===== src/rtl/render_program_sequencer_pkg.sv =====
// Shared types for the render programming path: default widths, sequencer
// states and the buffered write record.
package render_pkg;

    localparam int DEF_ADDR_W = 11;
    localparam int DEF_REG_W  = 12;
    localparam int DEF_DATA_W = 12;

    typedef enum logic [1:0] {
        S_RUN,
        S_WAIT_FRAME,
        S_PROGRAM,
        S_RELEASE
    } seq_state_e;

    // One shape-register write; 35 bits with the default widths.
    typedef struct packed {
        logic [DEF_ADDR_W-1:0] shape;
        logic [DEF_REG_W-1:0]  reg_addr;
        logic [DEF_DATA_W-1:0] data;
    } write_rec_t;

endpackage


===== src/rtl/render_program_sequencer_if.sv =====
// Programming stream, renderer handshake and register-file write bus of the
// render program sequencer. The sequencer takes the slave side.
interface render_program_sequencer_if
    import render_pkg::*;
#(
    parameter int ADDR_W = DEF_ADDR_W,
    parameter int REG_W  = DEF_REG_W,
    parameter int DATA_W = DEF_DATA_W
);
    logic              prog_valid;
    logic              prog_ready;
    logic [ADDR_W-1:0] prog_shape;
    logic [REG_W-1:0]  prog_reg;
    logic [DATA_W-1:0] prog_data;
    logic              resume;
    logic              frame_done;
    logic              render_halt;
    logic              wr_en;
    logic [ADDR_W-1:0] wr_shape;
    logic [REG_W-1:0]  wr_reg;
    logic [DATA_W-1:0] wr_data;
    logic              busy;

    modport master (
        output prog_valid, prog_shape, prog_reg, prog_data, resume, frame_done,
        input  prog_ready, render_halt, wr_en, wr_shape, wr_reg, wr_data, busy
    );

    modport slave (
        input  prog_valid, prog_shape, prog_reg, prog_data, resume, frame_done,
        output prog_ready, render_halt, wr_en, wr_shape, wr_reg, wr_data, busy
    );
endinterface


===== src/rtl/render_program_sequencer_fifo.sv =====
// Synchronous write-record FIFO. DEPTH must be a power of two (>= 2) so the
// pointers wrap naturally; callers never push when full nor pop when empty.
module prog_write_fifo #(
    parameter int DEPTH = 8,
    parameter int WIDTH = 35
) (
    input  logic                       clk,
    input  logic                       rst,
    input  logic                       push_i,
    input  logic [WIDTH-1:0]           push_data_i,
    input  logic                       pop_i,
    output logic [WIDTH-1:0]           pop_data_o,
    output logic                       full_o,
    output logic                       empty_o,
    output logic [$clog2(DEPTH):0]     count_o
);
    localparam int PTR_W = $clog2(DEPTH);
    localparam int CNT_W = PTR_W + 1;

    logic [WIDTH-1:0] mem_q [DEPTH];
    logic [PTR_W-1:0] wr_ptr_q;
    logic [PTR_W-1:0] rd_ptr_q;
    logic [CNT_W-1:0] count_q;

    // NOTE: state is updated with non-blocking assignments so every register
    // samples the pre-edge values, independent of statement order.
    always_ff @(posedge clk) begin
        if (rst) begin
            wr_ptr_q <= '0;
            rd_ptr_q <= '0;
            count_q  <= '0;
        end else begin
            if (push_i) wr_ptr_q <= wr_ptr_q + PTR_W'(1);
            if (pop_i)  rd_ptr_q <= rd_ptr_q + PTR_W'(1);
            case ({push_i, pop_i})
                2'b10:   count_q <= count_q + CNT_W'(1);
                2'b01:   count_q <= count_q - CNT_W'(1);
                default: count_q <= count_q;
            endcase
        end
    end

    // NOTE: storage has no reset; an entry is only read after it was written,
    // and leaving it out keeps the array in plain RAM cells.
    always_ff @(posedge clk) begin
        if (push_i) mem_q[wr_ptr_q] <= push_data_i;
    end

    assign pop_data_o = mem_q[rd_ptr_q];
    assign full_o     = (count_q == CNT_W'(DEPTH));
    assign empty_o    = (count_q == '0);
    assign count_o    = count_q;
endmodule


===== src/rtl/render_program_sequencer.sv =====
// Buffers shape-register writes and commits them only while the renderer is
// halted at a frame boundary, so no frame ever sees a half-updated table.
module render_program_sequencer
    import render_pkg::*;
#(
    parameter int FIFO_DEPTH = 8,
    parameter int ADDR_W     = DEF_ADDR_W,
    parameter int REG_W      = DEF_REG_W,
    parameter int DATA_W     = DEF_DATA_W
) (
    input logic                       clk,
    input logic                       rst,
    render_program_sequencer_if.slave bus
);
    localparam int REC_W = ADDR_W + REG_W + DATA_W;
    localparam int CNT_W = $clog2(FIFO_DEPTH) + 1;

    seq_state_e        state_q;
    logic              resume_pending_q;
    logic              render_halt_q;
    logic              busy_q;
    logic              wr_en_q;
    logic [ADDR_W-1:0] wr_shape_q;
    logic [REG_W-1:0]  wr_reg_q;
    logic [DATA_W-1:0] wr_data_q;

    logic              fifo_push;
    logic              fifo_pop;
    logic              fifo_full;
    logic              fifo_empty;
    logic [CNT_W-1:0]  fifo_count;
    logic [REC_W-1:0]  push_rec;
    logic [REC_W-1:0]  head_rec;
    logic              resume_seen;
    logic              release_ok;

    assign fifo_push   = bus.prog_valid && !fifo_full;
    assign push_rec    = {bus.prog_shape, bus.prog_reg, bus.prog_data};
    assign fifo_pop    = (state_q == S_PROGRAM) && (fifo_count != '0);
    assign resume_seen = resume_pending_q || bus.resume;
    // A push landing on the exit check keeps the session open so it commits now.
    assign release_ok  = (state_q == S_PROGRAM) && fifo_empty && !fifo_pop
                         && resume_seen && !fifo_push;

    prog_write_fifo #(
        .DEPTH (FIFO_DEPTH),
        .WIDTH (REC_W)
    ) u_fifo (
        .clk         (clk),
        .rst         (rst),
        .push_i      (fifo_push),
        .push_data_i (push_rec),
        .pop_i       (fifo_pop),
        .pop_data_o  (head_rec),
        .full_o      (fifo_full),
        .empty_o     (fifo_empty),
        .count_o     (fifo_count)
    );

    always_ff @(posedge clk) begin
        if (rst) begin
            state_q          <= S_RUN;
            resume_pending_q <= 1'b0;
            render_halt_q    <= 1'b0;
            busy_q           <= 1'b0;
            wr_en_q          <= 1'b0;
            wr_shape_q       <= '0;
            wr_reg_q         <= '0;
            wr_data_q        <= '0;
        end else begin
            wr_en_q <= fifo_pop;
            if (fifo_pop) {wr_shape_q, wr_reg_q, wr_data_q} <= head_rec;

            case (state_q)
                S_RUN: begin
                    if (!fifo_empty) begin
                        state_q <= S_WAIT_FRAME;
                        busy_q  <= 1'b1;
                    end
                end
                S_WAIT_FRAME: begin
                    if (bus.resume) resume_pending_q <= 1'b1;
                    if (bus.frame_done) begin
                        state_q       <= S_PROGRAM;
                        render_halt_q <= 1'b1;
                    end
                end
                S_PROGRAM: begin
                    if (bus.resume) resume_pending_q <= 1'b1;
                    if (release_ok) state_q <= S_RELEASE;
                end
                S_RELEASE: begin
                    // One quiet cycle lets the final write land before restart.
                    state_q          <= S_RUN;
                    resume_pending_q <= 1'b0;
                    render_halt_q    <= 1'b0;
                    busy_q           <= 1'b0;
                end
                default: begin
                    state_q          <= S_RUN;
                    resume_pending_q <= 1'b0;
                    render_halt_q    <= 1'b0;
                    busy_q           <= 1'b0;
                end
            endcase
        end
    end

    assign bus.prog_ready  = !fifo_full;
    assign bus.render_halt = render_halt_q;
    assign bus.busy        = busy_q;
    assign bus.wr_en       = wr_en_q;
    assign bus.wr_shape    = wr_shape_q;
    assign bus.wr_reg      = wr_reg_q;
    assign bus.wr_data     = wr_data_q;
endmodule


===== src/flat_wrapper.sv =====
// flat-port wrapper written by rule: the top's interface ports become plain ports
module render_program_sequencer_flat import render_pkg::*;
#(
    parameter int FIFO_DEPTH = 8,
    parameter int ADDR_W     = DEF_ADDR_W,
    parameter int REG_W      = DEF_REG_W,
    parameter int DATA_W     = DEF_DATA_W
)
  (clk, rst, bus_prog_valid, bus_prog_shape, bus_prog_reg, bus_prog_data, bus_resume, bus_frame_done, bus_prog_ready, bus_render_halt, bus_wr_en, bus_wr_shape, bus_wr_reg, bus_wr_data, bus_busy);
  render_program_sequencer_if #(.ADDR_W(ADDR_W), .REG_W(REG_W), .DATA_W(DATA_W)) bus_i ();
  input logic clk;
  input logic rst;
  input wire logic [$bits(bus_i.prog_valid)-1:0] bus_prog_valid;
  input wire logic [$bits(bus_i.prog_shape)-1:0] bus_prog_shape;
  input wire logic [$bits(bus_i.prog_reg)-1:0] bus_prog_reg;
  input wire logic [$bits(bus_i.prog_data)-1:0] bus_prog_data;
  input wire logic [$bits(bus_i.resume)-1:0] bus_resume;
  input wire logic [$bits(bus_i.frame_done)-1:0] bus_frame_done;
  output wire logic [$bits(bus_i.prog_ready)-1:0] bus_prog_ready;
  output wire logic [$bits(bus_i.render_halt)-1:0] bus_render_halt;
  output wire logic [$bits(bus_i.wr_en)-1:0] bus_wr_en;
  output wire logic [$bits(bus_i.wr_shape)-1:0] bus_wr_shape;
  output wire logic [$bits(bus_i.wr_reg)-1:0] bus_wr_reg;
  output wire logic [$bits(bus_i.wr_data)-1:0] bus_wr_data;
  output wire logic [$bits(bus_i.busy)-1:0] bus_busy;
  assign bus_i.prog_valid = bus_prog_valid;
  assign bus_i.prog_shape = bus_prog_shape;
  assign bus_i.prog_reg = bus_prog_reg;
  assign bus_i.prog_data = bus_prog_data;
  assign bus_i.resume = bus_resume;
  assign bus_i.frame_done = bus_frame_done;
  assign bus_prog_ready = bus_i.prog_ready;
  assign bus_render_halt = bus_i.render_halt;
  assign bus_wr_en = bus_i.wr_en;
  assign bus_wr_shape = bus_i.wr_shape;
  assign bus_wr_reg = bus_i.wr_reg;
  assign bus_wr_data = bus_i.wr_data;
  assign bus_busy = bus_i.busy;
  render_program_sequencer #(.FIFO_DEPTH(FIFO_DEPTH), .ADDR_W(ADDR_W), .REG_W(REG_W), .DATA_W(DATA_W)) u_core (.clk(clk), .rst(rst), .bus(bus_i));
endmodule

===== config.mk =====
export PLATFORM = sky130hd
export DESIGN_NAME = render_program_sequencer_flat
export DESIGN_NICKNAME = d
export VERILOG_FILES = /design/src/rtl/render_program_sequencer_pkg.sv /design/src/rtl/render_program_sequencer_if.sv /design/src/rtl/render_program_sequencer_fifo.sv /design/src/rtl/render_program_sequencer.sv /design/src/flat_wrapper.sv
export SDC_FILE = /design/constraint.sdc
export NUM_CORES = 1
export LEC_CHECK = 0
export CORE_MARGIN = 10
export CORE_UTILIZATION = 35
export CTS_BUF_LIST = sky130_fd_sc_hd__clkbuf_16
export DETAILED_ROUTE_END_ITERATION = 12
export PLACE_DENSITY = 0.58
export SYNTH_ARGS = -nofsm -noshare
export SYNTH_HDL_FRONTEND = slang
export SYNTH_SLANG_ARGS = --single-unit

===== constraint.sdc =====
create_clock -name clk -period 6.3 [get_ports clk]
set_input_delay 1.26 -clock clk [delete_from_list [all_inputs] [get_ports clk]]
set_output_delay 1.26 -clock clk [all_outputs]
set_load 0.03 [all_outputs]

==> Word-level counts from Yosys, hierarchy flattened <==
Memory sizes are Yosys's and may differ from the RTL's. A register that Yosys moved wholly into a read port is not among the register bits.
Index checks and enable logic that the tools add are counted.
{ "totals": {"romBits": 0, "ff_bits": 16, "wordCells": 58, "memories": 1, "latchBits": 0, "input_bits": 40, "out_inout_bits": 39, "ramBits": 280} }
{ "classes": {"eq_ne": 10, "bitwise": 0, "n_reduce_logical": 22, "n_mul": 0, "n_lt_le_gt_ge": 0, "addsub": 4, "n_div": 0, "n_mux": 13, "shifts": 0} }
{ "memory_table": {"columns": ["name", "words", "word_bits", "rd", "rd_ports_with_merged_regs", "wr", "line", "rtl"], "rows": [
  ["u_core.u_fifo.mem_q", 8, 35, 1, 1, 1, "render_program_sequencer_fifo.sv:20", "logic [WIDTH-1:0] mem_q [DEPTH];"]
]} }
{ "op_table": {"columns": ["operator", "n"], "rows": [
  ["$pmux W2 S4", 1],
  ["$pmux W4 S2", 1],
  ["$reduce_bool A2 Y1", 4],
  ["$add A3 B1 Y3 const B", 2],
  ["$eq A2 B2 Y1 const B", 3],
  ["$logic_and A1 B1 Y1", 6],
  ["$mux W2", 3],
  ["$pmux W1 S2", 3],
  ["$reduce_and A2 Y1", 3],
  ["$mux W1", 5],
  ["$add A4 B1 Y4 const B", 1],
  ["$eq A2 B1 Y1 const B", 2],
  ["$eq A4 B4 Y1 const B", 1],
  ["$logic_not A4 Y1", 1],
  ["$ne A2 B1 Y1 const B", 2],
  ["$ne A2 B2 Y1 const B", 2],
  ["$reduce_bool A4 Y1", 1],
  ["$sub A4 B1 Y4 const B", 1],
  ["$logic_not A1 Y1", 3],
  ["$reduce_and A3 Y1", 1],
  ["$logic_not A2 Y1", 1],
  ["$reduce_or A2 Y1", 1],
  ["$logic_or A1 B1 Y1", 1]
]} }

==> Longest topological paths before layout <==
Gate-level depths: netlist (run 1).
{ "logic_depth": {"depth_word": 8, "depth_mapped": 12} }

==> Hierarchy <==
From an unflattened synthesis (run 1), not the netlist that was laid out.
{ "hier_totals": {"cells_unflattened": 671, "area_unflattened_um2": 13008.7} }
{ "modules_own_cells": {"columns": ["mod", "n_inst", "cells_each", "area_each_um2"], "rows": [
  ["prog_write_fifo", 1, 476, 11410.9],
  ["render_program_sequencer", 1, 195, 1597.8]
]} }

==> Worst setup path after synthesis (run 1) <==
No wires, ideal clock.
{ "synth_timing": {"kind": "input-to-reg", "start": "input port bus_prog_valid", "end": "memory u_core.u_fifo.mem_q[0][0] (enable)", "stages": 2, "t_arrival_ps": 4730, "setup_time_ps": 515, "slack_ps": 1055, "path_cell_list": "nand2_2 nor4_1"} }
{ "synth_via": {"elab_chain_cells": 3} }
{ "synth_lines": {"columns": ["element", "line", "rtl"], "rows": [
  ["start: declaration", "flat_wrapper.sv:13", "input wire logic [$bits(bus_i.prog_valid)-1:0] bus_prog_valid;"],
  ["$logic_and A1 B1 Y1", "render_program_sequencer.sv:37", "assign fifo_push = bus.prog_valid && !fifo_full;"],
  ["$mux W1", "render_program_sequencer_fifo.sv:46", "if (push_i) mem_q[wr_ptr_q] <= push_data_i;"],
  ["$mux W1 (not written as such)", "render_program_sequencer_fifo.sv:46", null],
  ["end: declaration", "render_program_sequencer_fifo.sv:20", null]
]} }
Every way passes these cells.

==> Worst setup path in the final report (run 1) <==
{ "layout_timing": {"start": "register u_core.u_fifo.count_q[2], in the netlist u_core.u_fifo.count_o[2]", "end": "output port bus_prog_ready"} }
{ "layout_via": {"elab_chain_cells": 2} }
{ "layout_lines": {"columns": ["element", "line", "rtl"], "rows": [
  ["start: declaration", "render_program_sequencer_fifo.sv:23", "logic [CNT_W-1:0] count_q;"],
  ["start signal: assignment", "render_program_sequencer_fifo.sv:36", "2'b10: count_q <= count_q + CNT_W'(1);"],
  ["start signal: assignment", "render_program_sequencer_fifo.sv:37", "2'b01: count_q <= count_q - CNT_W'(1);"],
  ["start signal: assignment", "render_program_sequencer_fifo.sv:38", "default: count_q <= count_q;"],
  ["$eq A4 B4 Y1", "render_program_sequencer_fifo.sv:50", "assign full_o = (count_q == CNT_W'(DEPTH));"],
  ["$logic_not A1 Y1", "render_program_sequencer.sv:109", "assign bus.prog_ready = !fifo_full;"],
  ["end: declaration", "flat_wrapper.sv:19", "output wire logic [$bits(bus_i.prog_ready)-1:0] bus_prog_ready;"]
]} }
Every way passes these cells.

==> metrics.yaml, run 1 <==
timing:
  setup_viol_count_final: 0
  grt_setup_unrepaired: "false"
  setup_tns_ps: 0
  slew_viol_final: 0
  max_freq_ghz: 0.289
  slew_headroom: 0.254
  clock_skew_ps: 13.9
  whs_ps: 489
  worst_pin_slew_ps: 1120
  hold_viol: 0
  fin_crit_ps: 3460
  fin_crit_sh: 0.550
setup_path:
  critPathLaunchType: "flip-flop"
  worstPathCellList: "or4b_1 -> clkdlybuf4s50_1"
  crit_slowest_cell: "or4b_1"
  end_kind: "output port"
  worstPathArrival_ps: 2200
  critical_path.max_fanout: 9
  critPathTopFamily: "simple AND/OR/NAND/NOR gates"
  critPathBufInv: 1
  critical_path_class: "flip-flop to output port"
  critical_path_required_ps: 5040
  crit_path_max_incr_delay_ps: 690
power_and_ir_drop:
  irDropWorstVdd_v: 0.000198
  powerDensity_mw_per_mm2: 346
  fin_total_pwr_mw: 5.18
  static-leakage-power_nw: 4.75
route:
  drc: 0
  wl_per_cell_um: 21.3
  vias_per_cell: 4.96
  num_vias: 6010
  drt-total-wl_um: 25800
  ant_nets: 0
  drt-pass1-iter-count: 4
  drtIter0Drc: 450
yosys:
  ys_ff_latch: 331
  netlist-cell-type-count: 43
  syn_nets: 680
  synth.area.top_cells: "edfxtp_1 67%, mux4_2 13%, dfxtp_1 8.1%, nor3_2 2.4%, o22ai_1 1.7%"
  syn_area_mm2: 0.0125
  yosys.area.top_type: "edfxtp_1"
  syn_avg_cell_area_um2: 19.9
  synth_edf_count: 280
  async_reset_ff_frac: 0
  ys.flop_type: "edfxtp_1"
  syn_inst: 631
  yosys_warnings: 0
  synth-seq-area-share: 0.752
  post-synth-top-area-fraction: 0.671
global_route:
  grt_pass1_wl_um: 39900
  track_usage: 0.116
  grt_pass1_vias: 6550
  grt_overflow: 0
  antenna_found_initial: 0
  grt_max_degree: 73
finish:
  final_nets: 775
  antenna_cells: 0
  largest_reg_flops: 280
  area_delta_synth_final_pct: 19.3
  num-fill-cells: 3091
  drive_gt1_frac: 0.247
clock_tree:
  clockRootBuffer: "clkbuf_16"
  clkTransAtPathRegs_ps: 60
  clock-sinks: 331
  clock_path_buffers: 3
  ctsResizeCount: 0
  cts_hold_buf: 0
  cts-buffers-inserted: 35
  htree_levels: 2
  cts_tree: "built"
  cts_setup_buffers: 0
  clock_latency_ps: 500
die:
  die_w_um: 209
  io-pin-count: 79
  chipHeight_um: 209
  coreArea_mm2: 0.0355
  initial_utilization: 0.353
  dieArea_mm2: 0.0438
  core.rowCount: 69
outcome:
  status: "completed"
place:
  io_buffers: 78
  dp_hpwl_um: 14900
  gp_congestion: 0.710
run:
  max-cap-violations: 0
worst_hold_path:
  hp-class: "flip-flop to flip-flop"
==> Yosys cell counts, types with 2 or more instances <==
library cell / number
mux4_2: 70
nor2_1: 51
nand2b_1: 3
mux2i_1: 2
dfxtp_1: 51
or3_2: 2
nor4_1: 2
a21oi_1: 9
o22ai_1: 35
ha_1: 9
xor2_1: 6
buf_2: 9
buf_4: 2
nor3_1: 9
buf_8: 4
edfxtp_1: 280
inv_1: 2
nand2_1: 6
nor3_2: 30
nor2b_1: 5
nand3_1: 4
clkbuf_1: 17
buf_6: 3
==> worst paths after layout <==
path,startpoint,endpoint,slack [ps],depth (start not counted)
setup / recovery,u_core.u_fifo.count_o[2],bus_prog_ready,2840,2
hold / removal,u_core.bus.wr_shape[2],u_core.bus.wr_shape[2],490,2
setup reg to reg,u_core.state_q[0],u_core.u_fifo.count_o[3],3410,7
hold reg to reg,u_core.bus.wr_shape[2],u_core.bus.wr_shape[2],490,2
==> final cells by class <==
| cell class | count | area [um^2] | share of cell area |
|---|---|---|---|
| tap | 461 | 577 | 0.0386 |
| timing repair buffer | 94 | 908 | 0.0608 |
| clock inverter | 24 | 174 | 0.0116 |
| multi-input combinational | 262 | 2920 | 0.195 |
| sequential | 331 | 9440 | 0.631 |
| inverter | 2 | 7.51 | 0.000502 |
| clock buffer | 37 | 926 | 0.0619 |
==> through the flow <==
stage	instance area (um^2)	worst slack, ps	utilization	cells
after global placement	13900	2600	0.390	1150
after global routing	15000	2760	0.421	1211
after floorplan	12500	1060	-	631
after detailed placement	13900	2530	0.390	1150
final	15000	2840	0.421	1211
after CTS	15000	2800	0.421	1211
==> cell usage in the layout (no fill, tap or decap), drive strengths merged <==
master / instances
xnor2: 1
and2b: 1
clkinv: 11
a21oi: 10
nor2b: 5
o41a: 1
o21ai: 1
inv: 12
mux2: 1
clkbuf: 37
or4: 1
bufinv: 3
buf: 17
mux4: 70
a31oi: 1
o32ai: 1
nor3: 39
nand3b: 1
xor2: 6
dfxtp: 51
or3: 2
a21bo: 1
a211oi: 1
ha: 9
or4b: 1
nand2: 8
nor2: 51
nand3: 4
a21o: 1
o22ai: 35
o31ai: 1
edfxtp: 280
nor4: 2
a21boi: 1
mux2i: 2
nand2b: 4
clkdlybuf4s50: 77
==> report_power, final <==
group	switching (mW)	total (mW)	internal, mW
clock	0.775	1.95	1.18
sequential	0.0781	2.57	2.49
combinational	0.363	0.656	0.293
total	1.22	5.18	3.96
==> logic make-up after synthesis <==
group                    Yosys count  synth area share
XOR/XNOR                           7           0.00489
buffers and inverters             38            0.0184
AO/OA/AOI/OAI                     54            0.0291
multiplexers                      73             0.128
flip-flops                       331             0.752
adder cells (fa/ha/maj)            9           0.00899
AND/OR/NAND/NOR                  119            0.0579
==> worst reg2reg max path: stages, from the launching register on <==
cell and delay [ps]:
dfxtp_1 350, inv_1 90, ha_1 300, o41a_2 610, ha_1 420, or3_2 490, o32ai_1 150, mux2_2 360
==> per-layer routing <==
metal / vias to the layer above / track usage / share of wire / routed length, um
met5: - / 0 / 0 / 0
met4: 0 / 0.0295 / 0.015 / 379
met3: 30 / 0.0261 / 0.066 / 1700
met2: 144 / 0.190 / 0.48 / 12400
met1: 3093 / 0.154 / 0.44 / 11400
li1: 2743 / - / - / -
(Power assumes the default switching activity.)
==> run 2, diff against run 1 <==
Clock period 6.3 ns to 3.6 ns, I/O delays scaled along.
==> run 2 against run 1 <==
Global-route usage grew 0.12 points. Critical path depth unchanged. Power rose by 69%. Worst setup slack worse by 2100 ps. Core utilization shrank 0.081 points. Cell count rose by 0.41%. Register-to-register slack worse by 2600 ps. Combinational power is 81% higher. Sequential share of layout area rose by 0.12 points. Clock skew decreased by 0.96 ps. First-iteration DRC count decreased by 8.0%.
==> metrics.yaml, run 2 (synthesis results as in run 1) <==
timing:
  slew_headroom: 0.410  # +0.155
  fin_crit_ps: 2910
  setup_viol_count_final: 0  # unchanged
  fin_crit_sh: 0.808
  slew_viol_final: 0  # unchanged
  clock_skew_ps: 13.0  # -0.960 ps
  hold_viol: 0  # unchanged
  worst_pin_slew_ps: 885  # -233 ps
  max_freq_ghz: 0.344
  grt_setup_unrepaired: "false"
  fin_ws_ps: 691  # -2140 ps
  setup_tns_ps: 0  # unchanged
route:
  wl_per_cell_um: 21.2  # -0.45%
  num_vias: 6032  # +0.37%
  ant_nets: 0  # unchanged
  drt-total-wl_um: 25800  # about the same
  drc: 0  # unchanged
  drtIter0Drc: 414  # -8.0%
  vias_per_cell: 4.96  # about the same
  drt-pass1-iter-count: 4  # unchanged
clock_tree:
  clock-sinks: 331  # unchanged
  clockRootBuffer: "clkbuf_16"
  cts_tree: "built"
  ctsResizeCount: 0  # unchanged
  cts_setup_buffers: 0  # unchanged
  clock_latency_ps: 500  # about the same
  cts-buffers-inserted: 34  # -2.9%
  cts_hold_buf: 0  # unchanged
  clock_path_buffers: 3  # unchanged
  htree_levels: 2  # unchanged
  clkTransAtPathRegs_ps: 60  # about the same
global_route:
  grt_pass1_wl_um: 40100  # +0.48%
  grt_overflow: 0  # unchanged
  antenna_found_initial: 4  # +4
  track_usage: 0.118  # +0.00120
  grt_pass1_vias: 6512  # -0.58%
  grt_max_degree: 57  # -22%
die:
  chipHeight_um: 209  # unchanged
  initial_utilization: 0.353  # unchanged
  coreArea_mm2: 0.0355  # unchanged
  io-pin-count: 79  # unchanged
  dieArea_mm2: 0.0438  # unchanged
  die_w_um: 209  # unchanged
  core.rowCount: 69  # unchanged
setup_path:
  worstPathArrival_ps: 2190  # about the same
  critical_path_class: "flip-flop to output port"
  critPathLaunchType: "flip-flop"
  crit_slowest_cell: "or4b_1"
  worstPathCellList: "or4b_1 -> clkdlybuf4s50_1"
  crit_path_max_incr_delay_ps: 660  # -30 ps
  end_kind: "output port"
  critical_path_required_ps: 2880  # -2160 ps
  critical_path.max_fanout: 9  # unchanged
  critPathTopFamily: "simple AND/OR/NAND/NOR gates"
  critPathBufInv: 1  # unchanged
finish:
  num-fill-cells: 3065  # -0.84%
  stdcell_area_mm2: 0.0149  # -0.19%
  drive_gt1_frac: 0.250  # +0.00300
  final_nets: 777  # +0.26%
  layout_commonest_cell: "edfxtp_1"
  largest_reg_flops: 280  # unchanged
  area_delta_synth_final_pct: 19.1
  final_cell_mix: "280 x edfxtp_1, 77 x clkdlybuf4s50_1, 70 x mux4_2"
place:
  dp_hpwl_um: 14500  # -2.8%
  io_buffers: 78  # unchanged
  placement.cell_area_mm2: 0.0139  # +0.56%
  gp_congestion: 0.690  # -2.8%
  place_ws_ps: 491  # -2040 ps
run:
  max-cap-violations: 0  # unchanged
outcome:
  status: "completed"
power_and_ir_drop:
  irDropWorstVdd_v: 0.000422  # +110%
  static-leakage-power_nw: 4.73  # -0.46%
  fin_total_pwr_mw: 8.76  # +69%
  powerDensity_mw_per_mm2: 587  # +70%
worst_hold_path:
  hp-class: "flip-flop to flip-flop"
-- run 2: changes by cell type in the layout (fill, tap and decap cells not counted), sizes merged --
cell    previous run  this run
clkinv            11        15
buf               17        20
bufinv             3         0
clkbuf            37        35
diode              0         2
inv               12        13
-- run 2: through the flow --
stage	cells	utilization	hold WS, ps
global placement	1153	0.393	473
finish	1216	0.421	488
detailed placement	1153	0.393	480
global route	1214	0.420	505
floorplan	631	-	517
CTS	1214	0.420	493
-- run 2: layer usage --
metal  GRT usage  share of wire  wire length [um]  vias to the layer above
met3      0.0322          0.058              1490                       40
met2       0.189           0.48             12300                      122
met4      0.0268          0.015               391                        4
met1       0.155           0.45             11600                     3123
met5           0         0.0015                40                        -
li1            -              -                 -                     2743
-- run 2: cell type report --
| cell class | instances | area [um^2] | share of cell area |
|---|---|---|---|
| Sequential cell | 331 | 9440 | 0.632 |
| Multi-Input combinational cell | 262 | 2940 | 0.197 |
| Timing Repair Buffer | 97 | 971 | 0.0651 |
| Clock buffer | 35 | 876 | 0.0587 |
| Tap cell | 461 | 577 | 0.0387 |
| Clock inverter | 26 | 113 | 0.00755 |
| Inverter | 2 | 7.51 | 0.000503 |
| Antenna cell | 2 | 5.00 | 0.000335 |
-- run 2: final timing paths --
kind                                                from                        to  slack [ps]  depth (start not counted)
worst max-delay path            u_core.u_fifo.count_o[2]            bus_prog_ready         690                          2
worst min-delay path                u_core.bus.wr_reg[0]      u_core.bus.wr_reg[0]         490                          2
worst max register to register  u_core.u_fifo.count_o[2]  u_core.u_fifo.count_o[3]         820                          6
worst min register to register      u_core.bus.wr_reg[0]      u_core.bus.wr_reg[0]         490                          2
-- run 2: power by group --
group / total [mW] / switching [mW] / internal, mW
clock network: 3.11 / 1.35 / 1.76
registers: 4.46 / 0.0960 / 4.36
logic: 1.19 / 0.665 / 0.524
-- run 2: worst min-delay path, delay by kind of cell, from the launching register on --
family | cells | cell delay (ps)
simple gates | 2 | 130
flops | 1 | 310
==> run 3, diff against run 2 <==
Clock period 3.6 ns to 2.85 ns, I/O delays scaled along.
==> run 3 against run 2 <==
Via count up 1.6%. Global-route usage increased by 0.099 points. Worst setup slack got worse by 350 ps. First-iteration DRC count shrank 11%. Largest power group unchanged. Flip-flop and latch count is the same. Cell count is 1.2% higher. Critical endpoint is now u_core.u_fifo.count_o[2]. Critical path type is now flip-flop to flip-flop. Die area stayed put. Cell area up 1.6%. Worst hold slack about the same.
==> metrics.yaml, run 3 (synthesis results as in run 1) <==
route:
  drt-pass1-iter-count: 4  # unchanged
  drtIter0Drc: 369  # -11%
  wl_per_cell_um: 21.4  # +0.57%
  drc: 0  # unchanged
  drt-total-wl_um: 26300  # +1.7%
  vias_per_cell: 4.98  # +0.47%
  ant_nets: 0  # unchanged
  num_vias: 6130  # +1.6%
timing:
  fin_crit_sh: 0.880
  worst_pin_slew_ps: 588  # -297 ps
  setup_tns_ps: 0  # unchanged
  slew_headroom: 0.608  # +0.198
  clock_skew_ps: 19.8  # +6.80 ps
  slew_viol_final: 0  # unchanged
  max_freq_ghz: 0.399
  setup_viol_count_final: 0  # unchanged
  hold_viol: 0  # unchanged
  grt_setup_unrepaired: "false"
  fin_crit_ps: 2510
finish:
  layout_commonest_cell: "edfxtp_1"
  num-fill-cells: 3066  # +0.033%
  multiInputGateArea_mm2: 0.00296  # +0.64%
  seq_area_mm2: 0.00944  # unchanged
  drive_gt1_frac: 0.260  # +0.0104
  stdcell_area_mm2: 0.0152  # +1.6%
  antenna_cells: 0  # -2
  area_delta_synth_final_pct: 21.0
  final_nets: 790  # +1.7%
  final_cell_mix: "280 x edfxtp_1, 76 x clkdlybuf4s50_1, 70 x mux4_2"
  largest_reg_flops: 280  # unchanged
setup_path:
  critical_path.max_fanout: 9  # unchanged
  worstPathArrival_ps: 2940  # +750 ps
  critical_path_class: "flip-flop to flip-flop"
  end_kind: "flip-flop"
  critPathLaunchType: "flip-flop"
  critical_path_required_ps: 3280  # +400 ps
clock_tree:
  htree_levels: 2  # unchanged
  clock_latency_ps: 520  # +20 ps
  clockRootBuffer: "clkbuf_16"
  clock_path_buffers: 3  # unchanged
  cts-buffers-inserted: 37  # +8.8%
  cts_setup_buffers: 0  # unchanged
  cts_tree: "built"
  clkTransAtPathRegs_ps: 60  # about the same
  cts_hold_buf: 0  # unchanged
  clock-sinks: 331  # unchanged
die:
  chipHeight_um: 209  # unchanged
  initial_utilization: 0.353  # unchanged
  dieArea_mm2: 0.0438  # unchanged
  io-pin-count: 79  # unchanged
  core.rowCount: 69  # unchanged
  coreArea_mm2: 0.0355  # unchanged
  die_w_um: 209  # unchanged
worst_hold_path:
  hp-class: "flip-flop to flip-flop"
power_and_ir_drop:
  irDropWorstVdd_v: 0.000399  # -5.4%
  powerDensity_mw_per_mm2: 751  # +28%
  static-leakage-power_nw: 4.83  # +2.2%
global_route:
  track_usage: 0.119  # +0.000992
  grt.busiest_layer: "met2"
  use_met2: 0.188  # -0.000995
  antenna_found_initial: 2  # -2
  grt_pass1_vias: 6411  # -1.6%
  use_met3: 0.0334  # +0.00119
  grt_overflow: 0  # unchanged
  grt_pass1_wl_um: 40100  # unchanged
  use_met1: 0.158  # +0.00231
  grt_max_degree: 39  # -32%
place:
  io_buffers: 78  # unchanged
  placement.cell_area_mm2: 0.0141  # +1.0%
  dp_hpwl_um: 15100  # +4.0%
  gp_congestion: 0.709  # +2.6%
outcome:
  status: "completed"
run:
  max-cap-violations: 0  # unchanged
==> run 3: what timing repair did <==
item                                    in CTS  in global routing
hold endpoints to repair                     0                  0
endpoints found under the setup margin       0                  1
resized for setup                            0                  1
==> run 3: power by group <==
part	switching (mW)	total [mW]	internal, mW	leakage [nW]
Clock	1.78	4.23	2.44	0.584
Combinational	0.826	1.51	0.680	1.29
Sequential	0.146	5.65	5.51	2.96
==> run 3: through the flow <==
| stage | cells | util | power (mW) | hold WS, ps | worst slack, ps |
|---|---|---|---|---|---|
| global route | 1230 | 0.427 | 11.9 | 522 | 147 |
| finish | 1230 | 0.427 | 11.4 | 488 | 341 |
| detailed placement | 1163 | 0.397 | 7.30 | 485 | 195 |
| global placement | 1163 | 0.397 | 7.28 | 473 | 224 |
| floorplan | 631 | - | 6.76 | 521 | -282 |
| CTS | 1230 | 0.427 | 11.5 | 497 | 21.8 |
==> run 3: worst max-delay path, stage by stage (launching register included) <==
cell     delay, ps
dfxtp_1        370
or4b_1         590
nand2_2        120
ha_1           250
xor2_1         170
ha_1           160
a21oi_1         50
xor2_1         160
or3_2          410
a21oi_1        160
==> run 3: final timing paths <==
| kind | start | cells after the start | endpoint | slack, ps |
|---|---|---|---|---|
| max | u_core.u_fifo.count_o[2] | 9 | u_core.u_fifo.count_o[2] | 340 |
| min | u_core.bus.render_halt | 2 | u_core.bus.render_halt | 490 |
| max reg2reg | u_core.u_fifo.count_o[2] | 9 | u_core.u_fifo.count_o[2] | 340 |
| min reg2reg | u_core.bus.render_halt | 2 | u_core.bus.render_halt | 490 |
==> run 3: final cells by class <==
type,count,share of cell area
timing repair buffer,107,0.0725
tap,461,0.0381
inverter,2,0.000495
multi-input combinational,262,0.195
clock buffer,37,0.0611
clock inverter,30,0.0103
sequential,331,0.623
==> run 3: routing by layer <==
| metal | part of all wire | routed length [um] | vias up |
|---|---|---|---|
| li1 | - | - | 2781 |
| met1 | 0.45 | 11900 | 3177 |
| met2 | 0.47 | 12500 | 131 |
| met3 | 0.056 | 1460 | 37 |
| met4 | 0.017 | 457 | 4 |
| met5 | 0.00072 | 19 | - |
